File: config.mk
export PLATFORM = sky130hd
export DESIGN_NAME = alu_cmd_issuer
export DESIGN_NICKNAME = d
export VERILOG_FILES = /design/src/rtl/alu_cmd_issuer.sv
export SDC_FILE = /design/constraint.sdc
export NUM_CORES = 1
export LEC_CHECK = 0
export CORE_MARGIN = 1
export CORE_UTILIZATION = 41
export DETAILED_ROUTE_END_ITERATION = 8
export PLACE_DENSITY_LB_ADDON = 0.15
export SYNTH_ARGS = -nofsm -noshare
export SYNTH_HDL_FRONTEND = slang
export SYNTH_SLANG_ARGS = --single-unit
File: constraint.sdc
create_clock -name clk -period 1.7 [get_ports clk]
set_input_delay 0.17 -clock clk [delete_from_list [all_inputs] [get_ports clk]]
set_output_delay 0.17 -clock clk [all_outputs]
set_load 0.1 [all_outputs]
File: src/rtl/alu_cmd_issuer.sv
// alu_cmd_issuer
//   Command-side initiator for a combinational 32-bit ALU. The block accepts
//   one operation at a time over a valid/ready request interface and drives
//   the ALU for one pass per cycle. It registers the ALU result and flags and
//   returns them over a valid/ready response interface. A 64-bit add/sub runs
//   as two chained passes: the low half first, then the high half, with the
//   low-half carry fed into the second pass.
//
// Ports
//   clk, rst              clock (rising edge), synchronous active-high reset
//   req_valid/req_ready   request handshake
//   req_op, req_wide,     opcode, 64-bit select, carry-in,
//   req_cin, req_a/req_b  and 64-bit operands (narrow ops use [WIDTH-1:0])
//   rsp_valid/rsp_ready   response handshake
//   rsp_data              result; narrow results are zero-extended
//   rsp_z/v/c/n           result flags
//   rsp_err               the request was illegal (data and flags are 0)
//   alu_a/b/cntrl/cin     registered drive to the ALU (0 when the ALU is idle)
//   alu_out, alu_zero/ovf/carry/neg   combinational ALU result and flags
module alu_cmd_issuer #(
  parameter int WIDTH = 32,
  parameter int CNTRL = 4
) (
  input  logic                 clk,
  input  logic                 rst,
  input  logic                 req_valid,
  output logic                 req_ready,
  input  logic [CNTRL-1:0]     req_op,
  input  logic                 req_wide,
  input  logic                 req_cin,
  input  logic [2*WIDTH-1:0]   req_a,
  input  logic [2*WIDTH-1:0]   req_b,
  output logic                 rsp_valid,
  input  logic                 rsp_ready,
  output logic [2*WIDTH-1:0]   rsp_data,
  output logic                 rsp_z,
  output logic                 rsp_v,
  output logic                 rsp_c,
  output logic                 rsp_n,
  output logic                 rsp_err,
  output logic [WIDTH-1:0]     alu_a,
  output logic [WIDTH-1:0]     alu_b,
  output logic [CNTRL-1:0]     alu_cntrl,
  output logic                 alu_cin,
  input  logic [WIDTH-1:0]     alu_out,
  input  logic                 alu_zero,
  input  logic                 alu_ovf,
  input  logic                 alu_carry,
  input  logic                 alu_neg
);

  localparam logic [CNTRL-1:0] OP_ADD  = CNTRL'(5);
  localparam logic [CNTRL-1:0] OP_ADDU = CNTRL'(6);
  localparam logic [CNTRL-1:0] OP_SUB  = CNTRL'(7);
  localparam logic [CNTRL-1:0] OP_LAST = CNTRL'(13);  // AND, highest legal opcode

  typedef enum logic [1:0] {
    IDLE,
    EXEC_LO,
    EXEC_HI,
    RESP
  } state_t;

  state_t               state;
  logic [CNTRL-1:0]     op_q;
  logic                 wide_q;
  logic [WIDTH-1:0]     a_hi_q;
  logic [WIDTH-1:0]     b_hi_q;
  logic                 c_lo;
  logic                 req_illegal;

  function automatic logic is_addsub(input logic [CNTRL-1:0] op);
    return (op == OP_ADD) || (op == OP_ADDU) || (op == OP_SUB);
  endfunction

  // Only the add opcodes consume a carry-in; every other op gets 0.
  function automatic logic takes_cin(input logic [CNTRL-1:0] op);
    return (op == OP_ADD) || (op == OP_ADDU);
  endfunction

  assign req_illegal = (req_op > OP_LAST) || (req_wide && !is_addsub(req_op));

  // NOTE: every state register below is written with non-blocking assignments,
  // so each branch sees the values from before the edge (e.g. EXEC_LO can copy
  // alu_carry into both c_lo and alu_cin in the same cycle).
  always_ff @(posedge clk) begin
    if (rst) begin
      state     <= IDLE;
      req_ready <= 1'b0;
      op_q      <= '0;
      wide_q    <= 1'b0;
      a_hi_q    <= '0;
      b_hi_q    <= '0;
      c_lo      <= 1'b0;
      rsp_valid <= 1'b0;
      rsp_data  <= '0;
      rsp_z     <= 1'b0;
      rsp_v     <= 1'b0;
      rsp_c     <= 1'b0;
      rsp_n     <= 1'b0;
      rsp_err   <= 1'b0;
      alu_a     <= '0;
      alu_b     <= '0;
      alu_cntrl <= '0;
      alu_cin   <= 1'b0;
    end else begin
      case (state)
        IDLE: begin
          if (req_valid && req_ready) begin
            req_ready <= 1'b0;
            op_q      <= req_op;
            wide_q    <= req_wide;
            a_hi_q    <= req_a[2*WIDTH-1:WIDTH];
            b_hi_q    <= req_b[2*WIDTH-1:WIDTH];
            // Start every response from a clean slate; the error path keeps it.
            rsp_data  <= '0;
            rsp_z     <= 1'b0;
            rsp_v     <= 1'b0;
            rsp_c     <= 1'b0;
            rsp_n     <= 1'b0;
            rsp_err   <= req_illegal;
            if (req_illegal) begin
              rsp_valid <= 1'b1;
              state     <= RESP;
            end else begin
              // Operands are registered here so the ALU sees them for the
              // whole EXEC_LO cycle.
              alu_a     <= req_a[WIDTH-1:0];
              alu_b     <= req_b[WIDTH-1:0];
              alu_cntrl <= req_op;
              alu_cin   <= takes_cin(req_op) & req_cin;
              state     <= EXEC_LO;
            end
          end else begin
            req_ready <= 1'b1;
          end
        end

        EXEC_LO: begin
          rsp_data <= {{WIDTH{1'b0}}, alu_out};
          c_lo     <= alu_carry;
          if (wide_q) begin
            alu_a   <= a_hi_q;
            alu_cin <= alu_carry;
            // High half of a subtract is a + ~b + borrow-chain carry. The
            // ALU's SUB would add its own +1, so use ADDU on ~b instead.
            if (op_q == OP_SUB) begin
              alu_b     <= ~b_hi_q;
              alu_cntrl <= OP_ADDU;
            end else begin
              alu_b     <= b_hi_q;
              alu_cntrl <= op_q;
            end
            state <= EXEC_HI;
          end else begin
            rsp_z     <= alu_zero;
            rsp_v     <= alu_ovf;
            rsp_c     <= alu_carry;
            rsp_n     <= alu_neg;
            alu_a     <= '0;
            alu_b     <= '0;
            alu_cntrl <= '0;
            alu_cin   <= 1'b0;
            rsp_valid <= 1'b1;
            state     <= RESP;
          end
        end

        EXEC_HI: begin
          rsp_data[2*WIDTH-1:WIDTH] <= alu_out;
          // The ALU zero flag only covers the high half, so it is not reported.
          rsp_z     <= 1'b0;
          rsp_v     <= alu_ovf;
          rsp_c     <= alu_carry;
          rsp_n     <= alu_neg;
          alu_a     <= '0;
          alu_b     <= '0;
          alu_cntrl <= '0;
          alu_cin   <= 1'b0;
          rsp_valid <= 1'b1;
          state     <= RESP;
        end

        RESP: begin
          if (rsp_ready) begin
            rsp_valid <= 1'b0;
            req_ready <= 1'b1;
            state     <= IDLE;
          end
        end

        default: state <= IDLE;
      endcase
    end
  end

endmodule

== After elaboration in Yosys (flattened, before gate mapping) ==
Cells that the tools add are included.

* Bits in registers: 211

* Magnitude comparators: 1
* Equality and inequality tests: 12
* Multiplexer cells: 43
* Bitwise logic cells: 2
* Reduce and logical (&&, ||, !) cells: 18

{| class="wikitable"
|+ Operators with widths
! kind !! count
|-
| $pmux 32 s3 || 3
|-
| $mux 32 || 7
|-
| $mux 64 || 1
|-
| $pmux 32 s2 || 1
|-
| $not 32->32 || 1
|-
| $eq 4x3->1 const B || 4
|-
| $mux 4 || 4
|-
| $mux 1 || 15
|-
| $pmux 1 s3 || 5
|-
| $pmux 4 s3 || 1
|-
| $ne 2x2->1 const B || 5
|-
| $reduce_and 2->1 || 5
|-
| $pmux 2 s4 || 1
|-
| $mux 2 || 3
|-
| $reduce_and 3->1 || 2
|-
| $eq 2x2->1 const B || 2
|-
| $gt 4x4->1 const B || 1
|-
| $pmux 1 s4 || 1
|-
| $reduce_and 4->1 || 1
|-
| $reduce_bool 2->1 || 2
|-
| $logic_or 1x1->1 || 3
|-
| $reduce_bool 3->1 || 1
|-
| $eq 2x1->1 const B || 1
|-
| $logic_and 1x1->1 || 2
|-
| other kinds (4) || 4
|}

== Longest topological paths before layout ==
Gate-level depths: netlist of run 1.

* Word-level depth: 9
* Gate-level depth with buffers: 9
* Depth with buffers taken out: 6

== Worst setup path after synthesis of run 1 ==
OpenSTA, ideal clock, no wires.

* Kind: reg-to-reg
* Start point: reg req_ready
* End point: reg alu_a[13]
* Data arrival time: 2,013 ps
* Path slack: -394 ps
* Cell stages (with the launch flop): 6
* Path buffers: 2
* Period minus slack after synthesis: 2,094 ps
* Cell sequence: dfxtp_1 -> and3_1 -> buf_4 -> clkbuf_1 -> a211oi_1 -> a211oi_2

* Longest elaborated chain between the ends: 3

{| class="wikitable"
|+ Ends and longest elaborated chain
! what !! line !! RTL
|-
| start: declaration || 27 || <nowiki>output logic req_ready,</nowiki>
|-
| start signal: assignment || 89 || <nowiki>req_ready <= 1'b0;</nowiki>
|-
| start signal: assignment || 110 || <nowiki>req_ready <= 1'b0;</nowiki>
|-
| start signal: assignment || 135 || <nowiki>req_ready <= 1'b1;</nowiki>
|-
| $logic_and 1x1->1 || 109 || <nowiki>if (req_valid && req_ready) begin</nowiki>
|-
| $ne 2x2->1 (no line) || -- ||
|-
| $reduce_and 3->1 (no line) || -- ||
|-
| end signal: assignment || 128 || <nowiki>alu_a <= req_a[WIDTH-1:0];</nowiki>
|-
| end signal: assignment || 143 || <nowiki>alu_a <= a_hi_q;</nowiki>
|-
| end: declaration || 41 || <nowiki>output logic [WIDTH-1:0] alu_a,</nowiki>
|}

Every way passes these cells.
A chain may end at the register's enable or synchronous reset.

== Final worst setup path of run 1 ==
* Start point: reg state[1]
* End point: reg alu_b[18]

* Longest elaborated chain between the ends: 3

{| class="wikitable"
|+ Ends and longest elaborated chain
! what !! line !! RTL
|-
| start: declaration || 64 || <nowiki>state_t state;</nowiki>
|-
| start signal: assignment || 88 || <nowiki>state <= IDLE;</nowiki>
|-
| start signal: assignment || 124 || <nowiki>state <= RESP;</nowiki>
|-
| start signal: assignment || 132 || <nowiki>state <= EXEC_LO;</nowiki>
|-
| $eq 2x2->1 (tied with other cells) || 107 || <nowiki>case (state)</nowiki>
|-
| $reduce_bool 3->1 (no line) / $ne 2x2->1 (equally long branches) || -- ||
|-
| $reduce_and 3->1 (no line) || -- ||
|-
| end signal: assignment || 129 || <nowiki>alu_b <= req_b[WIDTH-1:0];</nowiki>
|-
| end signal: assignment || 148 || <nowiki>alu_b <= ~b_hi_q;</nowiki>
|-
| end signal: assignment || 151 || <nowiki>alu_b <= b_hi_q;</nowiki>
|-
| end: declaration || 42 || <nowiki>output logic [WIDTH-1:0] alu_b,</nowiki>
|}

Several ways; a longest one is shown, not always the timed one.

==> flow_metrics.py, run 1 <==
metrics = {
    "timing": {
        "setup_viol": 8,
        "drv_slew": 0,
        "whs_ns": 0.0282,
        "min_period_ns": 1.72,
        "tightest_slew_ns": 0.380,
        "fin_crit_sh": 1.01,
        "maxSlewHeadroom": 0.747,
        "fmax_ghz": 0.582,
        "fin_skew_ns": 0.00426,
        "rsz0062_at_grt": "yes",
        "layout_setup_ws_ns": -0.0181,
        "hold_viol_final": 0,
        "tns_ns": -0.0605,
    },
    "worst_setup_path": {
        "worst_ep_arrival_time_ns": 2.13,
        "crit_family": "buffers and inverters",
        "critPathSlowestCell": "dfxtp_2",
        "crit_type": "flip-flop to flip-flop",
        "crit_chain": "inv_4 > ha_4 > inv_4 > nor2_4 > buf_6 > clkbuf_16 > a22oi_2 > a221oi_2",
        "critical_path.max_stage_delay_ns": 0.35,
        "cp-startpoint": "state[1]",
        "critPathLaunchType": "flip-flop",
        "crit_path_end_kind": "flip-flop",
        "critPathBufInv": 4,
        "cp_common_cell": "inv_4",
        "reg2reg_from": "state[1]",
        "cp_max_fo": 6,
        "required_ns": 2.11,
    },
    "grt": {
        "busiest_layer": "met2",
        "grt_pass1_wl_um": 44200,
        "grt_pass1_vias": 8314,
        "met3_usage": 0.0596,
        "antenna_found_initial": 1,
        "grt.total_usage": 0.250,
        "met1_usage": 0.328,
        "grt-ovfl-total": 0,
        "grt_max_degree": 68,
        "grt_use_met2": 0.410,
    },
    "cells_and_area": {
        "area_growth_pct": 53.3,
        "finalInstanceArea_um2": 13300,
        "ff_latch_area_um2": 4230,
        "nFillCells": 1740,
        "multi_input_area_um2": 4140,
        "final_util": 0.647,
        "drive_gt1_frac": 0.238,
        "final_cell_mix": "dfxtp_1 (208), nand2_1 (174), clkdlybuf4s50_1 (172)",
        "stdcell_count": 1577,
        "final_common_cell": "dfxtp_1",
        "fin_nets": 1468,
    },
    "pwr": {
        "power_density_nw_per_um2": 2110,
        "p_seq_frac": 0.246,
        "p_leak_nw": 4.96,
        "p_total_mw": 28.0,
        "switching_power_mw": 14.1,
        "combPwrFrac": 0.572,
        "peakVddDrop_v": 0.00115,
        "p_clk_frac": 0.182,
        "power.share.switching": 0.503,
        "intPower_mw": 13.9,
    },
    "placement": {
        "gp_congestion": 0.789,
        "placed_area_um2": 12100,
        "pre_cts_ws_ns": -0.131,
        "dp_hpwl_um": 18200,
        "placedCellCount": 1520,
        "portBuffers": 313,
    },
    "clock_network": {
        "holdBufCountCts": 0,
        "cts_sinks": 211,
        "clk_path_buf_depth": 3,
        "path_clk_slew_ns": 0.06,
        "numCtsBuffers": 23,
        "cts_max_level": 1,
        "cts-root-buf": "clkbuf_16",
        "cts_tree": "built",
        "clk_latency_ns": 0.50,
    },
    "yosys": {
        "ys_types": 41,
        "syn_inst": 980,
        "synth_edf_count": 0,
        "syn_nets": 1158,
        "synth.avg_cell_area_um2": 8.83,
        "ys_seq_area_frac": 0.488,
        "ys_warn_count": 0,
        "ys.flop_type": "dfxtp_1",
        "ys_ff_latch": 211,
        "synthArstFlopShare": 0,
        "synth.cell_area_um2": 8660,
    },
    "run_status": {
        "outcome": "complete, but fails checks",
        "violations": "negative setup slack",
    },
    "routing": {
        "drt_iter0_markers": 479,
        "drt.antenna.violating_nets": 0,
        "wl_per_cell_um": 18.2,
        "vias_per_cell": 5.41,
        "via_count": 8539,
        "dr.pass1.iters": 5,
        "drc": 0,
        "finalWirelength_um": 28700,
    },
    "worst_hold_path": {
        "hold_class": "input pin to flip-flop",
        "hold_start": "rst",
    },
    "floorplan": {
        "core_um2": 20500,
        "core.rowCount": 52,
        "io_pins": 314,
        "dieArea_um2": 21700,
        "start_util": 0.422,
        "die_y_um": 147,
        "dieWidth_um": 147,
    },
    "flow_run": {
        "cap_violations": 0,
    },
}
layer usage:
metal,vias to the layer above,wire length (µm)
met4,0,659
met1,4058,12100
met2,321,13600
met5,-,0
li1,4117,-
met3,43,2320
synth_stat cells, types with 2 or more instances:
master    count  area share
a22oi_1      98       0.085
dfxtp_1     211        0.49
clkbuf_1     40       0.017
a211oi_2     10       0.014
nor2_4        2      0.0026
nand2_1     175       0.076
xnor2_1      32       0.032
inv_1         3      0.0013
a32oi_1       2      0.0020
buf_1         4      0.0017
a221oi_1     23       0.023
a221oi_2     10       0.017
a21o_1        2      0.0017
a211oi_1     65       0.056
buf_2        44       0.025
nand2b_1      2      0.0014
nand4_1       3      0.0022
ha_1          4      0.0058
nor2_1       72       0.031
buf_6         3      0.0039
buf_4         8      0.0069
a21oi_1     107       0.062
nor2b_1       6      0.0043
nand3_1      34       0.020
o21ai_0       4      0.0023
power by group through the flow:
stage	Sequential, mW	Clock [mW]	Combinational [mW]
after floorplan	13.4	0	4.76
after global placement	6.94	0	15.3
after detailed placement	6.96	0	15.4
after CTS	6.87	5.15	15.5
after global routing	7.01	5.37	16.8
final	6.88	5.08	16.0
layout make-up:
type                    count  area share
flip-flops and latches    211       0.319
multi-input cells         666       0.312
repair buffers            384       0.284
clock buffers              35      0.0520
well taps                 270      0.0255
clock inverters             6     0.00603
inverters                   4     0.00151
diodes                      1    0.000189
final timing paths:
| check | to | slack [ns] | cells after the start |
|---|---|---|---|
| max | alu_b[18] | -0.02 | 8 |
| min | req_ready | 0.03 | 2 |
| max reg2reg | alu_b[18] | -0.02 | 8 |
| min reg2reg | rsp_data[41] | 0.45 | 2 |
state kept, by name, summed over array words and instances, names as in the netlist, 2 cells and up:
register   flops
a_hi_q        32
alu_a         32
alu_b         32
alu_cntrl      4
b_hi_q        32
op_q           4
rsp_data      64
state          2
kinds of logic after synthesis:
family,after synthesis,share of synthesized area
buffers and inverters,103,0.0571
xor gates and xnor gates,33,0.0334
adders and majority gates,4,0.00578
DFF,211,0.488
and+or+nand+nor,299,0.143
AOI/OAI and AO/OA,329,0.271
muxes,1,0.00130
what timing repair did:
item / 4_1_cts / 5_1_grt
pin swaps: 7 / 43
gates cloned: 2 / 5
resized for setup: 5 / 38
buffers inserted: 2 / 8
endpoints found under the setup margin: 67 / 95
No activity file was read; power rests on OpenSTA's default activity.
==> run 2, diff against run 1 <==
--- a/config.mk
+++ b/config.mk
@@ -6,7 +6,7 @@
 export NUM_CORES = 1
 export LEC_CHECK = 0
 export CORE_MARGIN = 1
-export CORE_UTILIZATION = 41
+export CORE_UTILIZATION = 45
 export DETAILED_ROUTE_END_ITERATION = 8
 export PLACE_DENSITY_LB_ADDON = 0.15
 export SYNTH_ARGS = -nofsm -noshare
==> constraint.sdc (replaced) <==
create_clock -name clk -period 1.9 [get_ports clk]
set_input_delay 0.19 -clock clk [delete_from_list [all_inputs] [get_ports clk]]
set_output_delay 0.19 -clock clk [all_outputs]
set_load 0.1 [all_outputs]
==> flow_metrics.py, run 2 (synthesized netlist as in run 1, its figures left out) <==
metrics = {
    "run_status": {
        "outcome": "complete, no violations",
    },
    "timing": {
        "fin_skew_ns": 0.00714,
        "fmax_ghz": 0.542,
        "setup_viol": 0,
        "min_period_ns": 1.84,
        "fin_crit_sh": 0.971,
        "hold_viol_final": 0,
        "tightest_slew_ns": 0.487,
        "whs_ns": 0.102,
        "maxSlewHeadroom": 0.675,
        "drv_slew": 0,
    },
    "clock_network": {
        "holdBufCountCts": 0,
        "clk_latency_ns": 0.51,
        "cts_sinks": 211,
        "path_clk_slew_ns": 0.06,
        "cts_tree": "built",
        "cts-root-buf": "clkbuf_16",
        "cts_max_level": 1,
        "clk_path_buf_depth": 3,
        "numCtsBuffers": 23,
    },
    "worst_setup_path": {
        "crit_path_end_kind": "flip-flop",
        "worst_ep_arrival_time_ns": 2.26,
        "cp_common_cell": "buf_12",
        "critical_path.max_stage_delay_ns": 0.40,
        "crit_chain": "inv_1 > ha_2 > inv_2 > nor2_4 > buf_12 > buf_12 > clkbuf_16 > a22oi_1 > a211oi_1",
        "required_ns": 2.32,
        "cp_max_fo": 16,
        "crit_type": "flip-flop to flip-flop",
        "critPathLaunchType": "flip-flop",
        "cp-startpoint": "state[1]",
        "critPathSlowestCell": "ha_2",
        "reg2reg_from": "state[1]",
    },
    "routing": {
        "drc": 0,
        "via_count": 8430,
        "finalWirelength_um": 27500,
        "wl_per_cell_um": 18.1,
        "vias_per_cell": 5.57,
        "drt.antenna.violating_nets": 0,
        "drt_iter0_markers": 399,
        "dr.pass1.iters": 5,
    },
    "pwr": {
        "p_total_mw": 24.1,
        "p_leak_nw": 4.74,
        "power_density_nw_per_um2": 1900,
        "peakVddDrop_v": 0.00106,
    },
    "worst_hold_path": {
        "hold_class": "input pin to flip-flop",
        "hold_start": "rst",
    },
    "cells_and_area": {
        "diodes": 0,
        "final_common_cell": "dfxtp_1",
        "nFillCells": 1565,
        "largest_reg_flops": 64,
        "drive_gt1_frac": 0.202,
        "area_growth_pct": 46.4,
        "largest_register": "rsp_data",
        "final_cell_mix": "dfxtp_1 (210), nand2_1 (175), clkdlybuf4s50_1 (172)",
        "fin_nets": 1442,
    },
    "grt": {
        "grt_max_degree": 53,
        "grt_pass1_wl_um": 43000,
        "antenna_found_initial": 0,
        "grt-ovfl-total": 0,
        "grt.total_usage": 0.267,
        "grt_pass1_vias": 8107,
    },
    "placement": {
        "dp_hpwl_um": 17700,
        "portBuffers": 313,
        "gp_congestion": 0.793,
    },
    "floorplan": {
        "dieWidth_um": 141,
        "core.rowCount": 50,
        "dieArea_um2": 19800,
        "core_um2": 18800,
        "io_pins": 314,
        "start_util": 0.461,
        "die_y_um": 141,
    },
    "flow_run": {
        "cap_violations": 0,
    },
}
[run 2: cell count changes in the layout (fill, tap and decap cells not counted), sizes merged]
cell / change
clkinvlp: +1
buf: -24
inv: +1
clkbuf: -3
diode: -1
bufinv: -1
[run 2: stage by stage]
step	setup TNS, ns	instance area (µm²)	util	cells	worst slack [ns]
detailed placement	-0.0128	11800	0.629	1468	-0.0128
CTS	0	12500	0.668	1509	0.0431
floorplan	0	8660	-	980	0.157
finish	0	12700	0.675	1514	0.0550
global placement	-0.00655	11800	0.629	1468	-0.00655
global route	-0.658	12700	0.675	1514	-0.0541
[run 2: final timing paths]
check                               endpoint  slack, ns  cells past startpoint
worst min register to register  rsp_data[43]       0.45                      2
worst max-delay path               alu_a[24]       0.06                      9
worst max register to register     alu_a[24]       0.06                      9
worst min-delay path              a_hi_q[27]       0.10                      2
[run 2: critical path: cells and delay by family (launching register included)]
kind | cells | cell delay (ns)
buffers and inverters | 5 | 0.58
adder cells (fa/ha/maj) | 1 | 0.40
flip-flops | 1 | 0.33
AO/OA/AOI/OAI | 2 | 0.33
AND/OR/NAND/NOR | 1 | 0.10
[run 2: repair_timing]
action,CTS,global route
buffers inserted,0,3
endpoints found under the setup margin,0,32
gates resized for setup,0,7
[run 2: routing by layer]
metal	wire, µm	share of wire	up-vias	track usage
met2	12800	0.47	313	0.433
met3	2240	0.081	59	0.0683
met5	0	0	-	0
li1	-	-	4070	-
met1	11600	0.42	3988	0.344
met4	879	0.032	0	0.0915
[run 2: area by class of cell]
type / count / area (µm²) / area share
sequential: 211 / 4230 / 0.333
multi-input combinational: 666 / 4000 / 0.315
timing repair buffer: 358 / 3400 / 0.268
clock buffer: 34 / 677 / 0.0534
tap: 234 / 293 / 0.0231
clock inverter: 7 / 66.3 / 0.00523
inverter: 4 / 15.0 / 0.00119
[run 2: report_power, final]
part	leakage, nW	switching (mW)	internal, mW
Sequential	1.72	0.619	5.48
Combinational	2.65	9.92	3.65
Clock	0.367	1.79	2.60
Total	4.74	12.3	11.7
==> run 3, diff against run 2 <==
--- a/config.mk
+++ b/config.mk
@@ -5,8 +5,8 @@
 export SDC_FILE = /design/constraint.sdc
 export NUM_CORES = 1
 export LEC_CHECK = 0
-export CORE_MARGIN = 1
 export CORE_UTILIZATION = 45
+export CTS_CLUSTER_SIZE = 10
 export DETAILED_ROUTE_END_ITERATION = 8
 export PLACE_DENSITY_LB_ADDON = 0.15
 export SYNTH_ARGS = -nofsm -noshare
==> flow_metrics.py, run 3 (synthesized netlist as in run 1, its figures left out) <==
metrics = {
    "placement": {
        "pre_cts_ws_ns": -0.0128,
        "dp_hpwl_um": 17700,
        "portBuffers": 313,
        "gp_congestion": 0.793,
    },
    "floorplan": {
        "core.rowCount": 50,
        "die_y_um": 141,
        "dieWidth_um": 141,
        "dieArea_um2": 19800,
        "io_pins": 314,
        "start_util": 0.461,
        "core_um2": 18800,
    },
    "worst_hold_path": {
        "hold_start": "rst",
        "hold_depth": 2,
        "min_to": "a_hi_q[27]",
        "hold_class": "input pin to flip-flop",
    },
    "worst_setup_path": {
        "crit_path_end_kind": "flip-flop",
        "critPathLaunchType": "flip-flop",
        "required_ns": 2.32,
        "crit_type": "flip-flop to flip-flop",
        "worst_ep_arrival_time_ns": 2.25,
        "reg2reg_to": "alu_a[24]",
        "reg2reg_from": "state[1]",
        "cp_max_fo": 16,
        "worstRegToRegCells": 8,
        "reg2reg_slack_ns": 0.07,
    },
    "cells_and_area": {
        "diodes": 0,
        "largest_register": "rsp_data",
        "final_common_cell": "dfxtp_1",
        "drive_gt1_frac": 0.195,
        "largest_reg_flops": 64,
        "fin_nets": 1442,
        "final_cell_mix": "dfxtp_1 (210), nand2_1 (175), clkdlybuf4s50_1 (172)",
        "area_growth_pct": 44.9,
    },
    "timing": {
        "hold_viol_final": 0,
        "tns_ns": 0,
        "drv_slew": 0,
        "min_period_ns": 1.83,
        "tightest_slew_ns": 0.489,
        "fin_skew_ns": 0.00790,
        "setup_viol": 0,
        "rsz0062_at_grt": "yes",
        "whs_ns": 0.0992,
        "fmax_ghz": 0.547,
        "maxSlewHeadroom": 0.674,
        "layout_setup_ws_ns": 0.0702,
        "fin_crit_sh": 0.963,
    },
    "pwr": {
        "power_density_nw_per_um2": 1900,
        "peakVddDrop_v": 0.000942,
        "p_total_mw": 23.8,
        "p_leak_nw": 4.67,
    },
    "grt": {
        "grt_max_degree": 53,
        "grt_pass1_vias": 8147,
        "antenna_found_initial": 0,
        "grt-ovfl-total": 0,
        "grt_pass1_wl_um": 43200,
        "grt.total_usage": 0.267,
    },
    "routing": {
        "wl_met2_um": 12800,
        "drt.antenna.violating_nets": 0,
        "dr.pass1.iters": 5,
        "m1WireLength_um": 11500,
        "finalWirelength_um": 27300,
        "vias_per_cell": 5.59,
        "wl_per_cell_um": 18.1,
        "wl_met3_um": 2290,
        "top_layer": "met4",
        "drt_iter0_markers": 406,
        "drc": 0,
        "via_count": 8404,
    },
    "clock_network": {
        "clk_path_buf_depth": 3,
        "cts_sinks": 211,
        "path_clk_slew_ns": 0.06,
        "clk_latency_ns": 0.52,
        "cts-root-buf": "clkbuf_16",
        "numCtsBuffers": 25,
        "cts_tree": "built",
        "cts_max_level": 1,
        "holdBufCountCts": 0,
    },
    "run_status": {
        "outcome": "complete, no violations",
    },
    "flow_run": {
        "cap_violations": 0,
    },
}
-- run 3: what timing repair did --
action / 4_1_cts / 5_1_grt
endpoints found under the hold margin: 0 / 0
endpoints found under the setup margin: 0 / 37
resized for setup: 0 / 8
setup buffers: 0 / 2
-- run 3: per-stage QoR --
stage / cells / util / cell area (µm²)
finish: 1504 / 0.668 / 12500
global route: 1504 / 0.668 / 12500
CTS: 1501 / 0.664 / 12500
detailed placement: 1468 / 0.629 / 11800
global placement: 1468 / 0.629 / 11800
floorplan: 980 / - / 8660
-- run 3: worst max-delay path by stage --
| stage | start | endpoint | slack, ns | cells past startpoint |
|---|---|---|---|---|
| 2_1_floorplan | req_ready | alu_a[13] | 0.16 | 5 |
| 3_3_place_gp | req_valid | rsp_valid | -0.007 | 5 |
| 3_5_place_dp | req_valid | rsp_valid | -0.01 | 5 |
| 4_1_cts | state[1] | alu_b[2] | 0.04 | 7 |
| 5_1_grt | state[1] | alu_a[2] | -0.03 | 8 |
| 6_report | state[1] | alu_a[24] | 0.07 | 8 |
-- run 3: worst max-delay path: stages, from the launching register on --
cell and delay (ns):
dfxtp_1 0.31, inv_1 0.13, ha_2 0.25, nand2_1 0.13, nor2_4 0.24, buf_4 0.18
clkbuf_16 0.17, a22oi_1 0.08, a211oi_1 0.25
-- run 3: per-layer routing --
metal / up-vias / global-route usage
li1: 4062 / -
met2: 335 / 0.437
met4: 0 / 0.0835
met5: - / 0
met1: 3961 / 0.345
met3: 46 / 0.0686
-- run 3: final cells by class --
class / count / area [µm²]
fill: 1571 / 6230
sequential: 211 / 4230
multi-input combinational: 666 / 4010
timing repair buffer: 356 / 3340
clock buffer: 31 / 648
tap: 234 / 293
inverter: 4 / 15.0
clock inverter: 2 / 13.8
-- run 3: power breakdown --
part / switching (mW) / total (mW) / internal [mW]
registers: 0.618 / 6.10 / 5.48
logic: 9.91 / 13.6 / 3.66
clock network: 1.74 / 4.10 / 2.36
